### src/rtl/uart_arb_pkg.sv
// ----------------------------------------------------------------------------
// uart_arb_pkg : state encoding and width helpers for uart_tx_arbiter  (rev 1.0)
// ----------------------------------------------------------------------------
`default_nettype none

package uart_arb_pkg;

  typedef enum logic [1:0] {
    ST_IDLE  = 2'd0,
    ST_START = 2'd1,
    ST_WAIT  = 2'd2,
    ST_GAP   = 2'd3
  } state_t;

  // One 9600-baud bit time at a 12 MHz system clock.
  localparam int GAP_BIT_TIME_12MHZ_9600 = 1250;

  function automatic int cnt_w(input int n);
    return (n <= 2) ? 1 : $clog2(n);
  endfunction

  function automatic int grant_w(input int n);
    return cnt_w(n);
  endfunction

endpackage

`default_nettype wire

### src/rtl/uart_tx_arbiter_if.sv
// ----------------------------------------------------------------------------
// uart_tx_arbiter_if : producer and transmitter handshake bundle  (rev 1.0)
// ----------------------------------------------------------------------------
`default_nettype none

interface uart_tx_arbiter_if #(
  parameter int NUM_REQ = 4
);

  logic [NUM_REQ-1:0]   req_valid;
  logic [8*NUM_REQ-1:0] req_data;
  logic [NUM_REQ-1:0]   req_ready;
  logic [7:0]           tx_data;
  logic                 tx_start;
  logic                 tx_done;

  modport master (
    input  req_valid, req_data, tx_done,
    output req_ready, tx_data, tx_start
  );

  modport slave (
    output req_valid, req_data, tx_done,
    input  req_ready, tx_data, tx_start
  );

endinterface

`default_nettype wire

### src/rtl/rr_pick.sv
// ----------------------------------------------------------------------------
// rr_pick : combinational round-robin priority encoder  (rev 1.0)
// ----------------------------------------------------------------------------
`default_nettype none

module rr_pick
  import uart_arb_pkg::*;
#(
  parameter int NUM_REQ = 4
) (
  input  logic [NUM_REQ-1:0]          req,
  input  logic [grant_w(NUM_REQ)-1:0] last_grant,
  input  logic                        first,
  output logic [grant_w(NUM_REQ)-1:0] grant,
  output logic                        any_valid
);

  localparam int GW = grant_w(NUM_REQ);

  int base;
  int idx;

  // Scan downward in distance so the closest set bit to base is written last.
  always_comb begin
    grant     = '0;
    any_valid = 1'b0;
    idx       = 0;
    base      = first ? 0 : (int'(last_grant) + 1) % NUM_REQ;
    for (int k = NUM_REQ - 1; k >= 0; k--) begin
      idx = (base + k) % NUM_REQ;
      if (req[GW'(idx)]) begin
        grant     = GW'(idx);
        any_valid = 1'b1;
      end
    end
  end

endmodule

`default_nettype wire

### src/rtl/uart_tx_arbiter.sv
// ----------------------------------------------------------------------------
// uart_tx_arbiter : round-robin share of one UART transmitter; UART_ARB_TIMEOUT_EN
// adds a tx_done watchdog with a sticky timeout_err  (rev 1.0)
// ----------------------------------------------------------------------------
`default_nettype none

module uart_tx_arbiter
  import uart_arb_pkg::*;
#(
  parameter int NUM_REQ        = 4,
  parameter int GAP_CYCLES     = 0,
  parameter int TIMEOUT_CYCLES = 20000
) (
  input  logic                        clk,
  input  logic                        resetn,
  uart_tx_arbiter_if.master           bus,
  output logic [grant_w(NUM_REQ)-1:0] grant_id,
  output logic                        busy,
  output logic                        timeout_err
);

  localparam int GW    = grant_w(NUM_REQ);
  localparam int GAP_W = cnt_w(GAP_CYCLES);

  state_t             state_q;
  state_t             state_d;
  logic [GW-1:0]      grant_d;
  logic [GW-1:0]      pick;
  logic               any_valid;
  logic [7:0]         data_q;
  logic [7:0]         data_d;
  logic               start_q;
  logic [NUM_REQ-1:0] ready_q;
  logic               first_q;
  logic               first_d;
  logic [GAP_W-1:0]   gap_q;
  logic [GAP_W-1:0]   gap_d;
  logic               to_fire;
  logic [7:0]         req_bytes [NUM_REQ];

  for (genvar g = 0; g < NUM_REQ; g++) begin : g_req_bytes
    assign req_bytes[g] = bus.req_data[8*g +: 8];
  end

  rr_pick #(
    .NUM_REQ (NUM_REQ)
  ) u_rr_pick (
    .req        (bus.req_valid),
    .last_grant (grant_id),
    .first      (first_q),
    .grant      (pick),
    .any_valid  (any_valid)
  );

`ifdef UART_ARB_TIMEOUT_EN
  localparam int TO_W = cnt_w(TIMEOUT_CYCLES);

  logic [TO_W-1:0] to_q;
  logic            terr_q;

  // A tx_done on the final allowed cycle still wins over the timeout.
  assign to_fire = (state_q == ST_WAIT) && !bus.tx_done &&
                   (to_q == TO_W'(TIMEOUT_CYCLES - 1));

  always_ff @(posedge clk or negedge resetn) begin
    if (!resetn) begin
      to_q   <= '0;
      terr_q <= 1'b0;
    end else begin
      to_q <= (state_q == ST_WAIT) ? to_q + TO_W'(1) : '0;
      if (to_fire) begin
        terr_q <= 1'b1;
      end
    end
  end

  assign timeout_err = terr_q;
`else
  assign to_fire     = 1'b0;
  assign timeout_err = 1'b0;
`endif

  always_comb begin
    state_d = state_q;
    grant_d = grant_id;
    data_d  = data_q;
    first_d = first_q;
    gap_d   = gap_q;
    case (state_q)
      ST_IDLE: begin
        if (any_valid) begin
          state_d = ST_START;
          grant_d = pick;
          data_d  = req_bytes[pick];
          first_d = 1'b0;
        end
      end
      ST_START: state_d = ST_WAIT;
      ST_WAIT: begin
        if (bus.tx_done) begin
          state_d = (GAP_CYCLES > 0) ? ST_GAP : ST_IDLE;
          gap_d   = '0;
        end else if (to_fire) begin
          state_d = ST_IDLE;
        end
      end
      ST_GAP: begin
        if (gap_q == GAP_W'(GAP_CYCLES - 1)) begin
          state_d = ST_IDLE;
        end else begin
          gap_d = gap_q + GAP_W'(1);
        end
      end
      default: state_d = ST_IDLE;
    endcase
  end

  // Pulses and busy are registered from the next state so they align with it.
  always_ff @(posedge clk or negedge resetn) begin
    if (!resetn) begin
      state_q  <= ST_IDLE;
      grant_id <= '0;
      data_q   <= '0;
      start_q  <= 1'b0;
      ready_q  <= '0;
      busy     <= 1'b0;
      first_q  <= 1'b1;
      gap_q    <= '0;
    end else begin
      state_q  <= state_d;
      grant_id <= grant_d;
      data_q   <= data_d;
      start_q  <= (state_d == ST_START);
      ready_q  <= (state_d == ST_START) ? (NUM_REQ'(1) << grant_d) : '0;
      busy     <= (state_d != ST_IDLE);
      first_q  <= first_d;
      gap_q    <= gap_d;
    end
  end

  assign bus.tx_data   = data_q;
  assign bus.tx_start  = start_q;
  assign bus.req_ready = ready_q;

endmodule

`default_nettype wire

### src/flat_wrapper.sv
// flat-port wrapper written by rule: the top's interface ports become plain ports
module uart_tx_arbiter_flat import uart_arb_pkg::*;
#(
  parameter int NUM_REQ        = 4,
  parameter int GAP_CYCLES     = 0,
  parameter int TIMEOUT_CYCLES = 20000
)
  (clk, resetn, grant_id, busy, timeout_err, bus_req_valid, bus_req_data, bus_tx_done, bus_req_ready, bus_tx_data, bus_tx_start);
  uart_tx_arbiter_if #(.NUM_REQ(NUM_REQ)) bus_i ();
  input  logic clk;
  input  logic resetn;
  output logic [grant_w(NUM_REQ)-1:0] grant_id;
  output logic busy;
  output logic timeout_err;
  input wire logic [$bits(bus_i.req_valid)-1:0] bus_req_valid;
  input wire logic [$bits(bus_i.req_data)-1:0] bus_req_data;
  input wire logic [$bits(bus_i.tx_done)-1:0] bus_tx_done;
  output wire logic [$bits(bus_i.req_ready)-1:0] bus_req_ready;
  output wire logic [$bits(bus_i.tx_data)-1:0] bus_tx_data;
  output wire logic [$bits(bus_i.tx_start)-1:0] bus_tx_start;
  assign bus_i.req_valid = bus_req_valid;
  assign bus_i.req_data = bus_req_data;
  assign bus_i.tx_done = bus_tx_done;
  assign bus_req_ready = bus_i.req_ready;
  assign bus_tx_data = bus_i.tx_data;
  assign bus_tx_start = bus_i.tx_start;
  uart_tx_arbiter #(.NUM_REQ(NUM_REQ), .GAP_CYCLES(GAP_CYCLES), .TIMEOUT_CYCLES(TIMEOUT_CYCLES)) u_core (.clk(clk), .resetn(resetn), .bus(bus_i), .grant_id(grant_id), .busy(busy), .timeout_err(timeout_err));
endmodule
### config.mk
export PLATFORM = sky130hd
export DESIGN_NAME = uart_tx_arbiter_flat
export DESIGN_NICKNAME = d
export VERILOG_FILES = /design/src/rtl/uart_arb_pkg.sv /design/src/rtl/uart_tx_arbiter_if.sv /design/src/rtl/rr_pick.sv /design/src/rtl/uart_tx_arbiter.sv /design/src/flat_wrapper.sv
export SDC_FILE = /design/constraint.sdc
export NUM_CORES = 1
export LEC_CHECK = 0
export ABC_CLOCK_PERIOD_IN_PS = 3600
export CAP_MARGIN = 20
export CELL_PAD_IN_SITES_DETAIL_PLACEMENT = 0
export CELL_PAD_IN_SITES_GLOBAL_PLACEMENT = 1
export CORE_MARGIN = 2
export CORE_UTILIZATION = 31
export DETAILED_ROUTE_END_ITERATION = 8
export GPL_ROUTABILITY_DRIVEN = 0
export PLACE_DENSITY_LB_ADDON = 0.15
export SYNTH_ARGS = -nofsm -noshare
export SYNTH_HDL_FRONTEND = slang
export SYNTH_SLANG_ARGS = --single-unit
### constraint.sdc
create_clock -name clk -period 3.6 [get_ports clk]
set_input_delay 0.9 -clock clk [delete_from_list [all_inputs] [get_ports clk]]
set_output_delay 0.9 -clock clk [all_outputs]
set_load 0.02 [all_outputs]
# Word-level counts from Yosys, hierarchy flattened
# Index checks and enable logic that the tools add are counted.
[totals]
memories = 0
latch_bits = 0
rom_bits = 0
output_inout_bits = 17
wordCells = 64
input_bits = 39
ram_bits = 0
regBits = 20
[classes]
muxes = 34
n_reduce_logical = 5
n_eq_ne = 5
div = 0
n_mul = 0
shift = 1
add_sub_neg = 5
bitwise = 1
n_lt_le_gt_ge = 5
[ops]
columns = ["cell", "n"]
rows = [
  ["two-way mux 2 bit", 10],
  ["binary-select mux 8 bit (select 2 bit)", 1],
  ["less-than comparator 2 x 4 -> 1 bit (second input constant)", 4],
  ["two-way mux 8 bit", 2],
  ["two-way mux 1 bit", 14],
  ["binary-select mux 1 bit (select 2 bit)", 4],
  ["one-hot mux 2 bit (4 select lines)", 1],
  ["adder 2 x 1 -> 2 bit (second input constant)", 2],
  ["adder 2 bit (second input constant)", 2],
  ["== test 2 x 1 -> 1 bit (second input constant)", 2],
  ["== test 2 bit (second input constant)", 2],
  ["two-way mux 4 bit", 1],
  ["AND reduction 2 bit", 2],
  ["nonzero test 2 bit", 2],
  ["<< shifter 1 x 2 -> 4 bit (first input constant)", 1],
  ["greater-or-equal comparator 3 bit (second input constant)", 1],
  ["NOT 2 -> 3 bit", 1],
  ["zero test 2 bit", 1],
  ["!= test 2 bit (second input constant)", 1],
  ["one-hot mux 1 bit (2 select lines)", 1],
  ["adder 1 bit (second input constant)", 1],
]

# Depth between registers and ports, before layout
[logic_depth]
depth_word = 14
ltp_mapped = 7
depth_no_buf = 5

# Cells and area by module
# From an unflattened synthesis, not the netlist that was laid out.
[hier_totals]
hier_cells = 103
hier_area_um2 = 1113.6
[modules_own_cells]
columns = ["module", "area_each_um2", "seq_area_each_um2", "n_inst", "cells_per_inst"]
rows = [
  ["uart_tx_arbiter", 983.4, 501.7, 1, 81],
  ["rr_pick", 130.1, 0.0, 1, 22],
]

# Worst setup path before layout
# OpenSTA, ideal clock, no wires.
[synth_path]
path_type = "in2reg"
startpoint = "in bus_req_valid[3]"
endpoint = "reg u_core.data_q[0], in the netlist u_core.bus.tx_data[0]"
path_stages = 7
n_path_buf = 2
setup_time_ps = 142
t_required_ps = 3458
arrival_time_ps = 2035
setup_slack_ps = 1423
path_cell_list = "nand2b_1 -> a21o_1 -> a221oi_2 -> buf_6 -> buf_12 -> mux2i_1 -> o221ai_2"
[synth_via]
elab_chain_cells = 11
word_cells_on_any_way = 25
cone_classes = "mux (23); bitwise (1); reduce/logical (1)"
[synth_lines]
columns = ["element", "line", "rtl"]
rows = [
  ["from (decl)", "flat_wrapper.sv:15", "input wire logic [$bits(bus_i.req_valid)-1:0] bus_req_valid;"],
  ["binary-select mux 1 bit (select 2 bit)", "rr_pick.sv:31", "if (req[GW'(idx)]) begin"],
  ["two-way mux 1 bit (implied by the code) (2 in a row)", "rr_pick.sv:31", ""],
  ["two-way mux 2 bit (4 in a row)", "rr_pick.sv:31", ""],
  ["NOT 2 -> 3 bit (implied by the code)", "uart_tx_arbiter.sv:94", "data_d = req_bytes[pick];"],
  ["binary-select mux 8 bit (select 2 bit)", "uart_tx_arbiter.sv:94", ""],
  ["two-way mux 8 bit (implied by the code) (2 in a row)", "uart_tx_arbiter.sv:94", ""],
  ["to (signal assigned)", "uart_tx_arbiter.sv:132", "data_q <= data_d;"],
  ["to (decl)", "uart_tx_arbiter.sv:30", "logic [7:0] data_q;"],
]
# Several ways; a longest one is shown, not always the timed one. The select of a mux whose other input is x is not followed.
# A chain may end at the register's enable or synchronous reset.

# Worst setup path after layout
[layout_path]
startpoint = "in bus_req_valid[1]"
endpoint = "reg u_core.data_q[7], in the netlist u_core.bus.tx_data[7]"
# Same word-level chain as after synthesis.

==> results.sh <==
export IMPL_postPlaceCellArea_um2=1640
export IMPL_clockBufferDepth=2
export IMPL_cp_data_arrival_time_ps=2870
export IMPL_grt_pass1_wl_um=4560
export IMPL_fin_ws_ps=949
export IMPL_r2r_start="u_core.grant_id[0]$_DFF_PN0_"
export IMPL_cts_tree="built"
export IMPL_p_per_area_nw_per_um2=721
export IMPL_rows=21
export IMPL_placedCellCount=193
export IMPL_antenna_found_initial=0
export IMPL_dieArea_um2=3980
export IMPL_vias_per_cell=4.65
export IMPL_post_drt_wl_per_cell_um=13.5
export IMPL_crit_buf_inv=1
export IMPL_rsz0062_at_grt="false"
export IMPL_slew_headroom_pct=42.9
export IMPL_vias=916
export IMPL_dr_pass1_iters=2
export IMPL_path_clk_slew_ps=110
export IMPL_hold_class="flop to flop"
export IMPL_post_cts_buffers=0
export IMPL_cts_hold_fix_buffers=0
export IMPL_max_slew_worst_pin_slew_ps=854
export IMPL_path_max_fanout=15
export IMPL_r2r_worst_path_cells=6
export IMPL_finalSetupViolCount=0
export IMPL_syn_num_nets=137
export IMPL_htree_levels=1
export IMPL_finalMaxSlewViolations=0
export IMPL_pwr_share_clk_pct=10.8
export IMPL_slowest_stage="clkdlybuf4s50_1"
export IMPL_swShare_pct=40.7
export IMPL_grt_max_degree=21
export IMPL_leakage_nw=0.715
export IMPL_drive_gt1_share_pct=11.9
export IMPL_syn_inst=98
export IMPL_yosysTopAreaCell="dfrtp_1"
export IMPL_ys_top_cells_by_area="dfrtp_1 (44%), mux2i_1 (15%), o221ai_2 (9.7%), nand2_1 (5.2%), dfstp_2 (2.4%)"
export IMPL_final_cells=197
export IMPL_p_sw_mw=0.492
export IMPL_r2r_end="u_core.bus.tx_data[1]$_DFFE_PN0P_"
export IMPL_path_cells="clkdlybuf4s50_1 > nor4_1 > or3_1 > or3_4 > o221ai_1"
export IMPL_hold_end="u_core.bus.tx_data[2]$_DFFE_PN0P_"
export IMPL_yosysTopAreaCellShare_pct=43.9
export IMPL_pre_cts_ws_ps=637
export IMPL_syn_cell_area_um2=1080
export IMPL_hpwl_um=2100
export IMPL_holdCritStartpoint="u_core.bus.tx_data[2]$_DFFE_PN0P_"
export IMPL_ys_warnings_count=0
export IMPL_seq_area_frac_synth_pct=46.4
export IMPL_worstSetupPathType="input pin to flop"
export IMPL_end_kind="flop"
export IMPL_comb_power_share_pct=57.5
export IMPL_coreArea_um2=3340
export IMPL_grt_pass1_vias=919
export IMPL_hold_violations=0
export IMPL_final_cell_area_um2=1680
export IMPL_clock_latency_ps=300
export IMPL_r2r_slack_ps=1570
export IMPL_vdd_drop_max_v=0.000340
export IMPL_ys_seq_elements=20
export IMPL_gr_usage_all_layers_pct=14.5
export IMPL_routed_wl_um=2670
export IMPL_cap_viol_max_count=0
export IMPL_drc=0
export IMPL_gr_total_overflow=0
export IMPL_skew_ps=3.25
export IMPL_cts_made_buffers=3
export IMPL_timing_critical_path_required_ps=3820
export IMPL_p_int_mw=0.717
export IMPL_cp_start_kind="input pin"
export IMPL_portBuffers=54
export IMPL_clock_fmax_mhz=377
export IMPL_synth_area_per_cell_um2=11.0
export IMPL_min_path_cells=2
export IMPL_finalPower_mw=1.21
export IMPL_layout_area_overhead_vs_synth_pct=54.9
export IMPL_die_w_um=63.1
export IMPL_finalCritPeriodShare_pct=73.6
export IMPL_cts_root_buf="clkbuf_4"
export IMPL_status="finished, final reports clean"
export IMPL_nNetsFinal=191
export IMPL_setup_tns_ps=0
export IMPL_antennaDiodeCount=0
export IMPL_crit_family="simple AND/OR/NAND/NOR gates"
export IMPL_fillers=319
export IMPL_drtAntennaViolNets=0
export IMPL_pwr_share_seq_pct=31.7
export IMPL_dr_first_iter_drc_count=6
export IMPL_start_util_pct=32.4
export IMPL_fin_crit_ps=2650
export IMPL_cts_sinks=20
export IMPL_dieHeight_um=63.1
export IMPL_yosysUniqueCellTypes=30
export IMPL_critPathMaxStageDelay_ps=610
export IMPL_ctsResizeCount=0
export IMPL_io_pins=56
cell usage after synthesis:
library cell	count
buf_4	1
a221oi_2	1
or2b_1	1
mux2i_1	16
or2_2	1
o221ai_1	1
inv_2	1
dfstp_2	1
nand2b_1	2
a31oi_1	1
or3_1	1
a21oi_1	4
conb_1	1
a21o_1	1
nor2_1	7
dfrtp_1	19
nand2_1	15
and2_1	1
buf_12	1
nor4_1	1
o21ai_2	1
o2bb2ai_1	1
o21a_1	1
clkbuf_1	1
buf_6	2
o221ai_2	7
buf_2	1
o21ai_0	4
inv_1	2
or3_4	1
flip-flops by register name, summed over array words and instances (netlist names):
name and count:
u_core.bus.tx_data 8, u_core.bus.req_ready 4, u_core.grant_id 2, u_core.state_q 2
u_core.bus.tx_start 1, u_core.busy 1, u_core.first_q 1, u_core.gap_q 1
stage by stage:
step	hold WS [ps]	utilization, %
floorplan	460	-
global placement	472	49.2
detailed placement	479	49.2
CTS	504	50.2
global route	539	50.2
finish	504	50.2
worst register-to-register path: cells and delay by family (launching register included):
family	cells	cell delay (ps)
AOI/OAI and AO/OA	3	600
DFF	1	480
buffers and inverters	1	350
muxes	1	300
and+or+nand+nor	1	180
power groups by stage:
stage	Combinational (mW)	Sequential [mW]	Clock, mW
floorplan	0.375	0.474	0
finish	0.695	0.384	0.130
global placement	0.696	0.391	0
CTS	0.709	0.386	0.131
global route	0.759	0.402	0.143
detailed placement	0.706	0.391	0
layout by cell type, fill, tap and decap left out:
| cell type | netlist | layout |
|---|---|---|
| clkdlybuf4s50_1 | 0 | 54 |
| dfrtp_1 | 19 | 19 |
| mux2i_1 | 16 | 16 |
| nand2_1 | 15 | 15 |
| nor2_1 | 7 | 7 |
| o221ai_2 | 7 | 7 |
| a21oi_1 | 4 | 4 |
| o21ai_0 | 4 | 4 |
| clkbuf_4 | 0 | 3 |
| inv_1 | 2 | 2 |
| nand2b_1 | 2 | 2 |
| a31oi_1 | 1 | 1 |
| nor4_1 | 1 | 1 |
| or3_1 | 1 | 1 |
| o2bb2ai_1 | 1 | 1 |
| or2b_1 | 1 | 1 |
| o21a_1 | 1 | 1 |
| or3_4 | 1 | 1 |
| a21o_1 | 1 | 1 |
| a221oi_4 | 0 | 1 |
| inv_2 | 1 | 1 |
| o21ai_2 | 1 | 1 |
| or2_2 | 1 | 1 |
| and2_1 | 1 | 1 |
| o221ai_1 | 1 | 1 |
| conb_1 | 1 | 1 |
| clkbuf_8 | 0 | 1 |
| buf_4 | 1 | 1 |
| dfstp_2 | 1 | 1 |
metal layers:
metal  GRT usage [%]  routed length (um)  part of all wire [%]  up-vias
met3            5.18                 165                   6.2        2
met1            19.0                1180                    44      428
li1                -                   -                     -      460
met5               0                   0                     0        -
met4            2.50                  15                  0.56        0
met2            23.4                1300                    49       26
worst max path at each step:
stage,start,end,slack (ps),cells after the start
6_report,bus_req_valid[1],u_core.bus.tx_data[7]$_DFFE_PN0P_,950,5
5_1_grt,bus_req_valid[3],u_core.bus.tx_data[7]$_DFFE_PN0P_,820,6
4_1_cts,bus_req_valid[1],u_core.bus.tx_data[7]$_DFFE_PN0P_,930,5
3_5_place_dp,bus_req_valid[1],u_core.bus.tx_data[7]$_DFFE_PN0P_,640,5
3_3_place_gp,bus_req_valid[1],u_core.bus.tx_data[7]$_DFFE_PN0P_,690,5
2_1_floorplan,bus_req_valid[3],u_core.bus.tx_data[0]$_DFFE_PN0P_,1420,7
cells by family after synthesis:
logic type,synth area share (%)
AND/OR/NAND/NOR,12.8
AO/OA/AOI/OAI,19.2
flip-flops,46.4
multiplexers,14.8
buffers and inverters,6.47
other,0.346
cell type report:
cell class                 count  area [um2]  share of cell area, %
clock buffer                   4        36.3                   2.16
inverter                       3        11.3                  0.672
multi-input combinational     69         522                   31.1
sequential                    20         502                   29.9
tap                           46        57.6                   3.43
timing repair buffer          55         548                   32.7
(Power assumes the default switching activity.)
